`config.mk`:
```
export PLATFORM = sky130hd
export DESIGN_NAME = store_buffer
export DESIGN_NICKNAME = d
export VERILOG_FILES = /design/src/rtl/store_buffer.sv
export SDC_FILE = /design/constraint.sdc
export NUM_CORES = 1
export LEC_CHECK = 0
export ABC_AREA = 0
export CORE_MARGIN = 1
export CORE_UTILIZATION = 55
export DETAILED_ROUTE_END_ITERATION = 8
export GPL_TIMING_DRIVEN = 1
export PLACE_DENSITY = 0.78
export SLEW_MARGIN = 20
export SYNTH_ARGS = -nofsm -noshare
export SYNTH_HDL_FRONTEND = slang
export SYNTH_SLANG_ARGS = --single-unit
```
`constraint.sdc`:
```
create_clock -name clk -period 8 [get_ports clk]
set_clock_uncertainty 0.1 [all_clocks]
set_input_delay 1.6 -clock clk [delete_from_list [all_inputs] [get_ports clk]]
set_output_delay 1.6 -clock clk [all_outputs]
set_load 0.02 [all_outputs]
```
`src/rtl/store_buffer.sv`:
```
`default_nettype none
// ============================================================================
// Module   : store_buffer
// Brief    : Posted-store FIFO between the core data port and the memory bus,
//            with a full stall and a word-granular load-hazard stall.
//            Optional tail merge enabled by STORE_BUFFER_MERGE_EN.
// Revision : 1.0 - initial release
// ============================================================================
module store_buffer #(
  parameter int DEPTH = 4,
  parameter int AW    = 32,
  parameter int DW    = 32
) (
  input  logic                       clk,
  input  logic                       reset,
  input  logic                       MemWrite,
  input  logic                       LoadReq,
  input  logic [AW-1:0]              DataAdr,
  input  logic [DW-1:0]              WriteData,
  output logic                       Stall,
  output logic                       bus_valid,
  output logic [AW-1:0]              bus_addr,
  output logic [DW-1:0]              bus_data,
  input  logic                       bus_ready,
  output logic [$clog2(DEPTH+1)-1:0] Count,
  output logic                       Empty
);

  localparam int PW = $clog2(DEPTH);
  localparam int CW = $clog2(DEPTH+1);
  localparam logic [CW-1:0] FULL_COUNT = CW'(DEPTH);

  logic [AW-1:0]    addr_q [DEPTH];
  logic [DW-1:0]    data_q [DEPTH];
  logic [PW-1:0]    wp;
  logic [PW-1:0]    rp;
  logic [PW-1:0]    tail;
  logic             full;
  logic             pop;
  logic             push;
  logic             merge_hit;
  logic             store_stall;
  logic             load_hazard;
  logic [DEPTH-1:0] hit_vec;

  assign full      = (Count == FULL_COUNT);
  assign Empty     = (Count == '0);
  assign bus_valid = ~Empty;
  assign bus_addr  = addr_q[rp];
  assign bus_data  = data_q[rp];
  assign pop       = bus_valid & bus_ready;
  assign tail      = wp - PW'(1);

`ifdef STORE_BUFFER_MERGE_EN
  // A single-entry tail that is leaving this cycle cannot absorb the store.
  assign merge_hit = MemWrite & ~Empty
                   & (addr_q[tail][AW-1:2] == DataAdr[AW-1:2])
                   & ((Count >= CW'(2)) | ~pop);
`else
  assign merge_hit = 1'b0;
`endif

  assign push        = MemWrite & ~full & ~merge_hit;
  assign store_stall = MemWrite & full & ~merge_hit;

  // An entry is live when its distance from the head is below Count.
  for (genvar i = 0; i < DEPTH; i++) begin : g_hit
    logic [PW-1:0] offset;
    assign offset     = PW'(i) - rp;
    assign hit_vec[i] = ({1'b0, offset} < Count)
                      & (addr_q[i][AW-1:2] == DataAdr[AW-1:2]);
  end

  assign load_hazard = LoadReq & (|hit_vec);
  assign Stall       = store_stall | load_hazard;

  always_ff @(posedge clk or negedge reset) begin
    if (!reset) begin
      wp    <= '0;
      rp    <= '0;
      Count <= '0;
      for (int i = 0; i < DEPTH; i++) begin
        addr_q[i] <= '0;
        data_q[i] <= '0;
      end
    end else begin
      if (push) begin
        addr_q[wp] <= DataAdr;
        data_q[wp] <= WriteData;
        wp         <= wp + PW'(1);
      end
      if (merge_hit) begin
        data_q[tail] <= WriteData;
      end
      if (pop) begin
        rp <= rp + PW'(1);
      end
      if (push && !pop) begin
        Count <= Count + CW'(1);
      end else if (pop && !push) begin
        Count <= Count - CW'(1);
      end
    end
  end

endmodule
`default_nettype wire

```
==> out/qor.yml, run 1 <==
flow_run:
  maxCapViolations: 0
setup_path:
  cp.arrival_ps: 4390
  critical_path.startpoint_type: "input pin"
  endpoint_kind: "output port"
  reg2reg_depth: 4
  worst-setup-path-type: "in2out"
  required_ps: 6300
  crit_fanout: 8
logic_synthesis:
  synth_top_area_share: 0.504
  synth_edf_count: 0
  synth_top_area_cell: "dfrtp_1"
  yosys_warnings: 0
  synthFlopType: "dfrtp_1"
  syn-cell-area_sq_um: 13100
  syn_area_per_cell_sq_um: 15.1
  ys_types: 32
  synth_seq_cells: 263
  synth-async-reset-ratio: 1.00
  synth_cells: 865
  syn_nets: 944
  synth-seq-area-share: 0.504
  synthTopCellsByArea: "dfrtp_1, mux2_2, mux4_2"
sta:
  fin_crit_ps: 6090
  setup-tns-final_ps: 0
  rsz0062_at_grt: "no"
  hold_viol: 0
  layout_worst_path_cycle_share: 0.761
  fmax_mhz: 164
  finalSetupViolCount: 0
  holdWs_ps: 396
  slew_violations: 0
  worst_pin_slew_ps: 1150
  relSlewSlack: 0.236
cts:
  cts_hold_buf: 0
  post_cts_buffers: 0
  ctsRootBufferMaster: "clkbuf_16"
  cts_buffers: 28
  cts_buffer_depth: 3
  cts_resized: 0
  cts_sinks: 263
  cts.clk_slew.worst_paths_ps: 60
  cts_tree: "built"
  insertion_delay_ps: 540
  h-tree-depth: 1
grt:
  grt_max_degree: 69
  grt-ovfl-total: 0
  grt_pass1_wl_mm: 45.7
  antenna_found_initial: 1
  grt_pass1_vias: 7790
  grt_use_total: 0.248
route:
  drc: 0
  vias: 7470
  drtIter0Drc: 399
  final_antenna_net_count: 0
  wl_per_cell_microns: 21.9
  vias_per_cell: 5.72
  first_pass_iters: 4
  drt_wl_total_mm: 28.7
floorplan:
  fp-row-count: 56
  io_pins: 139
  core_area_sq_um: 23400
  die_height_microns: 156
  die-area_sq_um: 24400
  die_w_microns: 156
  start_util: 0.558
pwr:
  p_per_area_nw_per_um2: 478
  p_leak_nw: 6.40
  peakVddDrop_mv: 0.279
placement:
  dp_hpwl_mm: 18.3
  place.gp.congestion: 0.924
  port-buffer-count: 138
layout:
  fin_nets: 1047
  drive_gt1_frac: 0.367
  multi_input_area_sq_um: 6040
  fill_cells: 1750
  antenna_cells: 0
  seqCellArea_sq_um: 6590
  area_growth_pct: 17.9
  utilization: 0.658
worst_hold_path:
  hold_path_depth: 1
  hold_class: "reg2reg"
status:
  status: "finished clean"
[report_power, final]
part	internal [mW]	leakage [nW]	switching (mW)	total, mW
clock network	0.745	0.441	0.516	1.26
registers	2.02	3.12	0.557	2.58
logic	1.97	2.84	1.54	3.51
[through the flow]
step           setup slack [ps]  instance area (sq um)  cells  total power, mW
2_1_floorplan              3450                  13100    865             4.82
3_3_place_gp               2070                  14500   1257             6.05
3_5_place_dp               1920                  14500   1257             6.12
4_1_cts                    1920                  15400   1306             7.42
5_1_grt                    1720                  15400   1306             7.76
6_report                   1910                  15400   1306             7.35
[sequential cells by signal (all words and copies together) (netlist names)]
signal and count:
wp 2, data_q 128, addr_q 128, rp 2, Count 3
[cells by family after synthesis]
| logic type | after synthesis | synth area share |
|---|---|---|
| flip-flops | 263 | 0.504 |
| buffers and inverters | 80 | 0.0336 |
| XOR/XNOR | 127 | 0.0870 |
| AO/OA/AOI/OAI | 14 | 0.00700 |
| AND/OR/NAND/NOR | 50 | 0.0259 |
| adder cells (fa/ha/maj) | 10 | 0.0102 |
| multiplexers | 321 | 0.332 |
[final cells by class]
type,count,share of cell area
multi-input combinational,522,0.393
timing repair buffer,143,0.0925
inverter,10,0.00244
sequential,263,0.428
tap,319,0.0259
clock buffer,39,0.0508
clock inverter,10,0.00764
[synth_stat cells (5+ instances only)]
library cell and n:
mux2_2 235, a21oi_1 6, mux2_1 22, ha_1 9
xnor2_1 14, buf_2 47, buf_4 5, mux4_2 64
inv_1 10, nor4_1 20, dfrtp_1 263, buf_6 8
clkbuf_1 6, xor2_1 110, nand4_1 9
[path summary, 6_finish.rpt]
check | start | endpoint | slack [ps]
worst max-delay path | DataAdr[23] | Stall | 1910
worst min-delay path | data_q[24] | data_q[24] | 400
worst max register to register | Count[0] | addr_q[78] | 5060
worst min register to register | data_q[24] | data_q[24] | 400
max in group asynchronous | reset | rp[1] | 5590
min in group asynchronous | reset | addr_q[110] | 890
[metal layers]
| metal | routed length [microns] | track usage |
|---|---|---|
| met2 | 13600 | 0.390 |
| met5 | 11 | 0 |
| met4 | 558 | 0.0593 |
| met1 | 12900 | 0.356 |
| met3 | 1600 | 0.0503 |
[layout by cell type (no fill, tap or decap), drive strengths merged, types with 2 or more instances in the layout]
| cell | synthesis | final |
|---|---|---|
| nor3 | 4 | 4 |
| a21oi | 6 | 6 |
| a2111oi | 2 | 2 |
| nand4 | 9 | 9 |
| dfrtp | 263 | 263 |
| xor2 | 113 | 113 |
| ha | 9 | 9 |
| bufinv | 0 | 2 |
| nand3 | 4 | 4 |
| mux2 | 257 | 257 |
| buf | 64 | 6 |
| a211oi | 2 | 2 |
| clkinv | 0 | 7 |
| clkdlybuf4s50 | 0 | 137 |
| clkbuf | 6 | 39 |
| xnor2 | 14 | 14 |
| inv | 10 | 10 |
| nor2 | 2 | 2 |
| nor4 | 24 | 24 |
| nand2 | 7 | 7 |
| mux4 | 64 | 64 |
[critical path, cell delays in order]
cell and delay [ps]:
clkdlybuf4s50_1 600, xor2_2 250, nor4_2 390, nand4_1 210, a2111oi_1 460, a31oi_1 110, nand3_1 150, clkdlybuf4s50_1 620
Note: power is estimated with default switching activity, not from simulation.
==> run 2, diff against run 1 <==
Settings changed: CORE_UTILIZATION 55 to 52, PLACE_DENSITY 0.78 to 0.77.
Clock period 8 ns to 5.05 ns, I/O delays scaled along.
==> run 2 against run 1 <==
Net effect:
- first-iteration DRC count grew 12%
- clock power grew 71%
- utilization shrank 2.2 points
- sequential power grew 58%
- clock-buffer cell count grew 3
- flip-flop and latch count is the same
- setup slack lost 1700 ps
- via count grew 1.6%
- cell count grew 1.3%
- combinational power grew 60%
- global-route usage shrank 1.3 points
- register-to-register slack lost 2500 ps
- critical path type unchanged
- largest power group unchanged
- highest routed layer is now met4
==> out/qor.yml, run 2 (same netlist as run 1, synthesis figures left out) <==
setup_path:
  path_cells: "clkdlybuf4s50_1 > xor2_1 > nor4_1 > nand4_1 > a2111oi_1 > a41oi_1 > nand3_1 > clkdlybuf4s50_1"
  worst-setup-path-type: "in2out"
  required_ps: 3940
  endpoint_kind: "output port"
  cpMostUsedCell: "clkdlybuf4s50_1"
  cp.arrival_ps: 3750
  critPathSlowestCell: "clkdlybuf4s50_1"
  critical_path.startpoint_type: "input pin"
  crit_fanout: 8
  critPathMaxStageDelay_ps: 660
layout:
  fin_nets: 1055
  antenna_cells: 0
  multi_input_area_sq_um: 6030
  instances_no_fill: 1323
  fill_cells: 1837
  seqCellArea_sq_um: 6590
  drive_gt1_frac: 0.375
  final_cell_mix: "dfrtp_1, mux2_2, clkdlybuf4s50_1, xor2_1, mux4_2"
  area_growth_pct: 19.1
  largestRegisters: "addr_q: 128 flops, data_q: 128 flops, Count: 3 flops"
  layout_commonest_cell: "dfrtp_1"
cts:
  cts.clk_slew.worst_paths_ps: 60
  cts_sinks: 263
  cts_buffers: 29
  cts_hold_buf: 0
  cts_buffer_depth: 3
  cts_tree: "built"
  h-tree-depth: 1
  ctsRootBufferMaster: "clkbuf_16"
  insertion_delay_ps: 560
  post_cts_buffers: 0
sta:
  slew_violations: 0
  setup-tns-final_ps: 0
  finalSetupViolCount: 0
  rsz0062_at_grt: "no"
  relSlewSlack: 0.254
  hold_viol: 0
  layout_worst_path_cycle_share: 0.962
  fmax_mhz: 206
  fin_crit_ps: 4860
  worst_pin_slew_ps: 1120
route:
  drtIter0Drc: 446
  vias: 7589
  wl_per_cell_microns: 22.1
  drt_wl_total_mm: 29.2
  drc: 0
  vias_per_cell: 5.74
  first_pass_iters: 4
  final_antenna_net_count: 0
grt:
  grt_pass1_wl_mm: 46.8
  grt_use_total: 0.235
  grt_max_degree: 95
  grt-ovfl-total: 0
  grt_pass1_vias: 7950
  antenna_found_initial: 0
flow_run:
  maxCapViolations: 0
status:
  status: "finished clean"
floorplan:
  die-area_sq_um: 25700
  core_area_sq_um: 24500
  fp-row-count: 57
  die_height_microns: 160
  start_util: 0.534
  io_pins: 139
  die_w_microns: 160
pwr:
  p_sw_frac: 0.356
  p_clk_frac: 0.182
  p_leak_nw: 6.50
  power_frac_comb: 0.473
  intPower_mw: 7.62
  switchingPower_mw: 4.21
  peakVddDrop_mv: 0.501
  sequentialPowerShare: 0.344
  total_power_mw: 11.8
  p_per_area_nw_per_um2: 761
placement:
  port-buffer-count: 138
  place.gp.congestion: 0.892
  place_inst: 1269
  dp_hpwl_mm: 18.6
worst_hold_path:
  hold_class: "in2async"
run 2: timing repair:
item | in CTS | in global routing
hold endpoints to repair | 0 | 0
resized for setup | 0 | 1
setup endpoints to repair | 0 | 1
run 2: worst paths after layout:
check                             from    endpoint  slack, ps  cells after the start
hold reg to reg              addr_q[0]   addr_q[0]        390                      1
setup reg to reg              Count[0]   data_q[0]       2550                      5
min in group clk             addr_q[0]   addr_q[0]        390                      1
hold / removal                   reset  addr_q[44]        340                      1
max in group asynchronous        reset  data_q[14]       3450                      2
setup / recovery           DataAdr[12]       Stall        190                      8
run 2: layout make-up:
cell class	count	share of cell area
Sequential cell	263	0.424
Multi-Input combinational cell	522	0.388
Timing Repair Buffer	150	0.0958
Clock buffer	42	0.0550
Tap cell	324	0.0261
Clock inverter	12	0.00861
Inverter	10	0.00242
run 2: critical path, delay by kind of cell:
| family | cells | cell delay, ps |
|---|---|---|
| AO/OA/AOI/OAI | 2 | 390 |
| XOR/XNOR | 1 | 170 |
| buffers and inverters | 2 | 1280 |
| AND/OR/NAND/NOR | 3 | 880 |
run 2: through the flow:
stage,hold slack [ps],instance area (sq um),utilization,setup WS (ps)
floorplan,359,13100,-,1680
global placement,373,14600,0.595,261
detailed placement,376,14600,0.595,226
CTS,375,15500,0.635,234
global route,398,15500,0.635,49.2
finish,337,15500,0.635,192
run 2: power by group through the flow:
stage	clock network [mW]	logic, mW	registers (mW)
after detailed placement	0	5.62	4.11
after CTS	2.19	5.65	4.08
after floorplan	0	3.88	3.76
after global placement	0	5.56	4.06
final	2.15	5.60	4.07
after global routing	2.27	5.93	4.23
run 2: metal layers:
layer / GRT usage / share of wire / vias up
met3: 0.0511 / 0.066 / 41
met5: 0 / 0 / -
met1: 0.332 / 0.44 / 3978
li1: - / - / 3370
met4: 0.0593 / 0.021 / 0
met2: 0.371 / 0.48 / 200
